### config.mk
export PLATFORM = sky130hd
export DESIGN_NAME = mem_arbiter
export DESIGN_NICKNAME = d
export VERILOG_FILES = /design/src/rtl/mem_arbiter.sv
export SDC_FILE = /design/constraint.sdc
export NUM_CORES = 1
export LEC_CHECK = 0
export CAP_MARGIN = 20
export CORE_MARGIN = 2
export CORE_UTILIZATION = 35
export CTS_BUF_LIST = sky130_fd_sc_hd__clkbuf_4
export DETAILED_ROUTE_END_ITERATION = 10
export MAX_ROUTING_LAYER = met4
export PLACE_DENSITY = 0.64
export SLEW_MARGIN = 25
export SYNTH_ARGS = -nofsm -noshare
export SYNTH_HDL_FRONTEND = slang
export SYNTH_SLANG_ARGS = --single-unit
### constraint.sdc
create_clock -name clk -period 29.4 [get_ports clk]
set_clock_uncertainty 0.05 [all_clocks]
set_input_delay 7.35 -clock clk [delete_from_list [all_inputs] [get_ports clk]]
set_output_delay 7.35 -clock clk [all_outputs]
set_load 0.01 [all_outputs]
### src/rtl/mem_arbiter.sv
// mem_arbiter: byte-serial RAM arbiter for icache block fills and dcache fills / write-backs.
// Build option `MEMCTRL_RR_EN: round-robin on simultaneous requests (default: fixed dcache priority).
module mem_arbiter (
    input  logic         clk,
    input  logic         rst_in,
    input  logic         rdy_in,
    input  logic         roll_back,
    input  logic         ic_miss,
    input  logic [27:0]  ic_miss_a,
    input  logic         dc_miss,
    input  logic [27:0]  dc_miss_a,
    input  logic         dc_rw,
    input  logic [127:0] dc_wdata,
    input  logic [7:0]   mem_din,
    output logic [31:0]  mem_a,
    output logic         mem_wr,
    output logic [7:0]   mem_dout,
    output logic         ic_in_en,
    output logic [27:0]  ic_ain,
    output logic [127:0] ic_dout,
    output logic         dc_in_en,
    output logic [27:0]  dc_ain,
    output logic [127:0] dc_dout,
    output logic         dc_w_done
);

    typedef enum logic [1:0] {IDLE, READ, WRITE} state_e;

    state_e         state_q, state_d;
    logic [4:0]     cnt_q, cnt_d;
    logic           owner_dc_q, owner_dc_d;
    logic [27:0]    addr_q, addr_d;
    logic [127:0]   buf_q, buf_d;
    logic           ic_in_en_q, ic_in_en_d;
    logic           dc_in_en_q, dc_in_en_d;
    logic           dc_w_done_q, dc_w_done_d;
    logic [27:0]    ic_ain_q, ic_ain_d;
    logic [27:0]    dc_ain_q, dc_ain_d;
    logic [127:0]   ic_dout_q, ic_dout_d;
    logic [127:0]   dc_dout_q, dc_dout_d;
    logic           ic_req, dc_req, grant_ic, grant_dc;
    logic [3:0]     rd_byte;
    logic [127:0]   fill_blk;

`ifdef MEMCTRL_RR_EN
    logic           prio_dc_q, prio_dc_d;
`endif

    // A requester whose completion pulse is still high is finishing, not asking again.
    always_comb begin
        ic_req = ic_miss && !ic_in_en_q && !roll_back;
        dc_req = dc_miss && !dc_in_en_q && !dc_w_done_q && !(roll_back && dc_rw);
`ifdef MEMCTRL_RR_EN
        grant_dc = dc_req && (prio_dc_q || !ic_req);
`else
        grant_dc = dc_req;
`endif
        grant_ic = ic_req && !grant_dc;
    end

    always_comb begin
        state_d     = state_q;
        cnt_d       = cnt_q;
        owner_dc_d  = owner_dc_q;
        addr_d      = addr_q;
        buf_d       = buf_q;
        ic_in_en_d  = ic_in_en_q;
        dc_in_en_d  = dc_in_en_q;
        dc_w_done_d = dc_w_done_q;
        ic_ain_d    = ic_ain_q;
        dc_ain_d    = dc_ain_q;
        ic_dout_d   = ic_dout_q;
        dc_dout_d   = dc_dout_q;
`ifdef MEMCTRL_RR_EN
        prio_dc_d   = prio_dc_q;
`endif
        rd_byte  = cnt_q[3:0] - 4'd1;
        // The last byte arrives on the completing edge, so the fill merges it with the 15 already captured.
        fill_blk = {mem_din, buf_q[119:0]};

        if (rdy_in) begin
            ic_in_en_d  = 1'b0;
            dc_in_en_d  = 1'b0;
            dc_w_done_d = 1'b0;
            case (state_q)
                IDLE: begin
                    if (grant_dc || grant_ic) begin
                        owner_dc_d = grant_dc;
                        addr_d     = grant_dc ? dc_miss_a : ic_miss_a;
                        buf_d      = dc_wdata;
                        cnt_d      = '0;
                        state_d    = (grant_dc && !dc_rw) ? WRITE : READ;
`ifdef MEMCTRL_RR_EN
                        prio_dc_d  = grant_ic;
`endif
                    end
                end
                READ: begin
                    if (roll_back) begin
                        state_d = IDLE;
                        cnt_d   = '0;
                    end else begin
                        if (cnt_q != 5'd0) buf_d[{rd_byte, 3'b000} +: 8] = mem_din;
                        cnt_d = cnt_q + 5'd1;
                        if (cnt_q == 5'd16) begin
                            state_d = IDLE;
                            cnt_d   = '0;
                            if (owner_dc_q) begin
                                dc_in_en_d = 1'b1;
                                dc_ain_d   = addr_q;
                                dc_dout_d  = fill_blk;
                            end else begin
                                ic_in_en_d = 1'b1;
                                ic_ain_d   = addr_q;
                                ic_dout_d  = fill_blk;
                            end
                        end
                    end
                end
                WRITE: begin
                    cnt_d = cnt_q + 5'd1;
                    if (cnt_q == 5'd15) begin
                        state_d     = IDLE;
                        cnt_d       = '0;
                        dc_w_done_d = 1'b1;
                    end
                end
                default: begin
                    state_d = IDLE;
                    cnt_d   = '0;
                end
            endcase
        end
    end

    always_ff @(posedge clk or posedge rst_in) begin
        if (rst_in) begin
            state_q     <= IDLE;
            cnt_q       <= '0;
            owner_dc_q  <= 1'b0;
            addr_q      <= '0;
            buf_q       <= '0;
            ic_in_en_q  <= 1'b0;
            dc_in_en_q  <= 1'b0;
            dc_w_done_q <= 1'b0;
            ic_ain_q    <= '0;
            dc_ain_q    <= '0;
            ic_dout_q   <= '0;
            dc_dout_q   <= '0;
`ifdef MEMCTRL_RR_EN
            prio_dc_q   <= 1'b1;
`endif
        end else begin
            state_q     <= state_d;
            cnt_q       <= cnt_d;
            owner_dc_q  <= owner_dc_d;
            addr_q      <= addr_d;
            buf_q       <= buf_d;
            ic_in_en_q  <= ic_in_en_d;
            dc_in_en_q  <= dc_in_en_d;
            dc_w_done_q <= dc_w_done_d;
            ic_ain_q    <= ic_ain_d;
            dc_ain_q    <= dc_ain_d;
            ic_dout_q   <= ic_dout_d;
            dc_dout_q   <= dc_dout_d;
`ifdef MEMCTRL_RR_EN
            prio_dc_q   <= prio_dc_d;
`endif
        end
    end

    always_comb begin
        mem_a    = '0;
        mem_dout = '0;
        if (state_q != IDLE) mem_a = {addr_q, cnt_q[3:0]};
        if (state_q == WRITE) mem_dout = buf_q[{cnt_q[3:0], 3'b000} +: 8];
    end

    assign mem_wr    = rdy_in && (state_q == WRITE);
    assign ic_in_en  = ic_in_en_q;
    assign ic_ain    = ic_ain_q;
    assign ic_dout   = ic_dout_q;
    assign dc_in_en  = dc_in_en_q;
    assign dc_ain    = dc_ain_q;
    assign dc_dout   = dc_dout_q;
    assign dc_w_done = dc_w_done_q;

endmodule
==> qor.txt <==
Worst-path fanout max: 7
Max Transition Viols Final: 0
Simple-Gate Fraction of Synth Area: 4.90%
Final period util: 55.0%
Initial antenna violation count: 13
DIE WIDTH: 250 um
Switching share of power: 37.1%
Latest clock arrival within the worst-skew pair: 0.94 ns
CP startpoint: rdy_in
Synth unique cells: 65
HPWL after DPL: 56.7 mm
# DRC: 0
GRT Resource Usage Total: 25.5%
Post-synthesis adder-cell area fraction: 0.648%
Main combinational cell family by area after synthesis: multiplexers
Largest net degree at the start of global routing: 128
Number of synthesized flops with an enable pin: 0
Fmax: 61.8 MHz
Pleak: 13.2 nW
GRT overflow: 0
Die H: 250 um
Htree depth: 4
Core Region: 60200 um^2
Total vias in the final route: 16.2k
Clock share of power: 27.1%
Syn_area_per_cell: 13.4 um^2
Worst-Margin Slew: 0.994 ns
R2r setup slk: 25.05 ns
Critical path endpoint category: output port
Root buf cell: clkbuf_4
Nets: 2403
Syn Inst Count: 1581
Hold Fails Final Rpt: 0
# rows: 90
CP Data Arrival Time: 8.78 ns
Pre-CTS setup slack: 13.21 ns
RR Endpoint: ic_dout[80]
Clock transition at path regs: 0.05 ns
Tightest Hold Check Type: flop to flop
Worst rel slew slack: 33.5%
Final setup vio count: 0
#FFs+latches synth: 479
GP Congestion: 0.865
Synth top area cells: dfrtp_1, mux2_2, mux4_2
CTS tree: built
Inst Count DP: 2836
Post-synth top area share: 56.4%
Initial Util: 35.3%
CP required: 22.00 ns
Max Cap Viol: 0
Die footprint: 62700 um^2
Final worst slack: 13.22 ns
Layout area overhead: 37.3%
DR pass1 iterations: 7
First-pass GRT wire length: 114 mm
Compound-Gate Fraction of Synth Area: 9.70%
Crit Path Category: input pin to output port
PD cells: 76.9 nW/um^2
Sequential share of the synthesized area: 56.4%
ANT nets after route: 0
Drt total wl: 78.2 mm
Max VDD drop: 0.0483 mV
Synth area leader: dfrtp_1
Number of global-route vias before repair: 16.8k
Post-CTS Setup Inserts: 0
RSZ-0062 raised after global routing: no
Ys async rst share: 100%
Clock Path Buffers: 3
Clock sink count: 479
Vias per cell: 5.25
Post-route insts no fill: 3089
YS warnings: 0
IO buf count: 554
Combinational Power Share: 31.4%
Post-synthesis xor/xnor area fraction: 0.171%
WL/cell: 25.3 um
FF-to-FF Start: cnt_q[0]
Ratio of cells with drive above 1 in the final layout: 29.6%
CP startpoint kind: input pin
Cts hold-fix bufs: 0
Worst setup path end: mem_wr
TNS Setup: 0 ns
Syn Nets: 1791
Top_reg_cell synth: dfrtp_1
Post-CTS sizing: 0
Power Internal: 1.41 mW
IO Count: 555
Outcome: complete, no violations
Post-synthesis mux area share: 24.6%
Mapped cell area: 21300 um^2
Min Tclk post-route: 16.18 ns
CTS Buf Count: 137
Psw: 0.833 mW
Sequential power share: 41.5%
R2R cell count: 8
Initial drt markers: 1159
-- layer usage --
layer	track usage [%]	share of wire, %	vias up
met5	-	0	-
met4	9.19	2.3	0
met3	7.06	6.9	115
met2	40.5	49	682
met1	31.4	42	8365
li1	-	-	7059
-- critical path, stage by stage --
cell and delay [ns]:
clkdlybuf4s50_1 0.58, inv_1 0.10, nor2_1 0.15, clkdlybuf4s50_1 0.59
-- power groups by stage --
stage               logic [mW]  clock network [mW]  registers (mW)
finish                   0.706               0.609           0.931
global route             0.759               0.668           0.944
CTS                      0.710               0.630           0.929
detailed placement       0.706                   0           0.940
global placement         0.693                   0           0.934
floorplan                0.474                   0           0.848
-- kinds of logic (layout without fill, tap and decap cells) --
family | Yosys count | count (layout)
and+or+nand+nor | 205 | 205
muxes | 428 | 428
xor gates and xnor gates | 2 | 2
AOI/OAI and AO/OA | 294 | 294
other | 0 | 15
adders and majority gates | 11 | 11
buffers and inverters | 162 | 873
DFF | 479 | 479
-- placed cells by master, fill, tap and decap left out, types with 4 or more instances in the layout --
| cell type | count |
|---|---|
| nor2b_1 | 32 |
| a2bb2oi_1 | 9 |
| a21oi_1 | 62 |
| o21ai_0 | 59 |
| mux4_2 | 40 |
| nor2_1 | 62 |
| and2_1 | 9 |
| ha_1 | 10 |
| inv_2 | 8 |
| a22oi_1 | 7 |
| inv_1 | 53 |
| clkbuf_4 | 193 |
| a22o_1 | 49 |
| a21o_1 | 7 |
| nand2_1 | 41 |
| nor3_1 | 4 |
| diode_2 | 15 |
| nand4_1 | 5 |
| o22ai_1 | 24 |
| clkdlybuf4s50_1 | 554 |
| buf_4 | 24 |
| clkinv_2 | 4 |
| mux2i_1 | 29 |
| and3_1 | 6 |
| o2bb2ai_1 | 41 |
| o31ai_1 | 7 |
| or2_2 | 9 |
| nand3_1 | 12 |
| o21ai_1 | 4 |
| mux2_2 | 357 |
| nand2_2 | 5 |
| clkinv_1 | 28 |
| dfrtp_1 | 477 |
-- through the flow --
stage / utilization, % / area (um^2) / power (mW) / hold WS, ns
final: 48.5 / 29200 / 2.25 / 0.445
after global routing: 48.5 / 29200 / 2.37 / 0.460
after CTS: 48.4 / 29100 / 2.27 / 0.444
after detailed placement: 45.6 / 27500 / 1.65 / 0.427
after global placement: 45.6 / 27500 / 1.63 / 0.420
after floorplan: - / 21300 / 1.32 / 0.424
-- how the worst min path moves through the flow --
stage	from	to	slack (ns)	cells past startpoint
after detailed placement	dc_dout[67]	dc_dout[67]	0.43	2
after global routing	dc_dout[89]	dc_dout[89]	0.46	1
after floorplan	buf_q[120]	buf_q[120]	0.42	1
after CTS	dc_dout[67]	dc_dout[67]	0.44	2
final	dc_dout[68]	dc_dout[68]	0.45	2
after global placement	dc_dout[65]	dc_dout[65]	0.42	2
-- state kept, by name, indices dropped and copies added, names as in the netlist --
| name | cells |
|---|---|
| addr_q | 28 |
| buf_q | 128 |
| cnt_q | 5 |
| dc_ain | 28 |
| dc_dout | 128 |
| dc_in_en | 1 |
| dc_w_done | 1 |
| ic_ain | 28 |
| ic_dout | 128 |
| ic_in_en | 1 |
| owner_dc_q | 1 |
| state_q | 2 |
-- Yosys cell counts, types with 4 or more instances --
| library cell | n |
|---|---|
| nor2_1 | 62 |
| o2bb2ai_1 | 41 |
| or2_2 | 9 |
| o21ai_0 | 59 |
| and2_1 | 10 |
| mux2i_1 | 29 |
| ha_1 | 11 |
| a21oi_1 | 63 |
| buf_4 | 17 |
| mux4_2 | 40 |
| buf_2 | 31 |
| nand2_1 | 43 |
| inv_1 | 54 |
| a2bb2oi_1 | 9 |
| o22ai_1 | 24 |
| buf_1 | 13 |
| a22oi_1 | 7 |
| nor2b_1 | 32 |
| nand4_1 | 5 |
| a22o_1 | 49 |
| dfrtp_1 | 479 |
| clkbuf_1 | 39 |
| nand3_1 | 12 |
| mux2_2 | 357 |
| buf_6 | 6 |
| nand2_2 | 4 |
| a21o_1 | 7 |
| o21ai_1 | 4 |
| o31ai_1 | 7 |
| nor3_1 | 4 |
| and3_1 | 6 |
-- final cells by class --
type	instances	area, um^2
fillers	5317	31100
flip-flops and latches	479	12000
multi-input cells	940	8550
repair buffers	580	5750
clock buffers	193	1450
well taps	782	978
clock inverters	45	221
inverters	55	214
diodes	15	37.5
(Power assumes the default switching activity.)
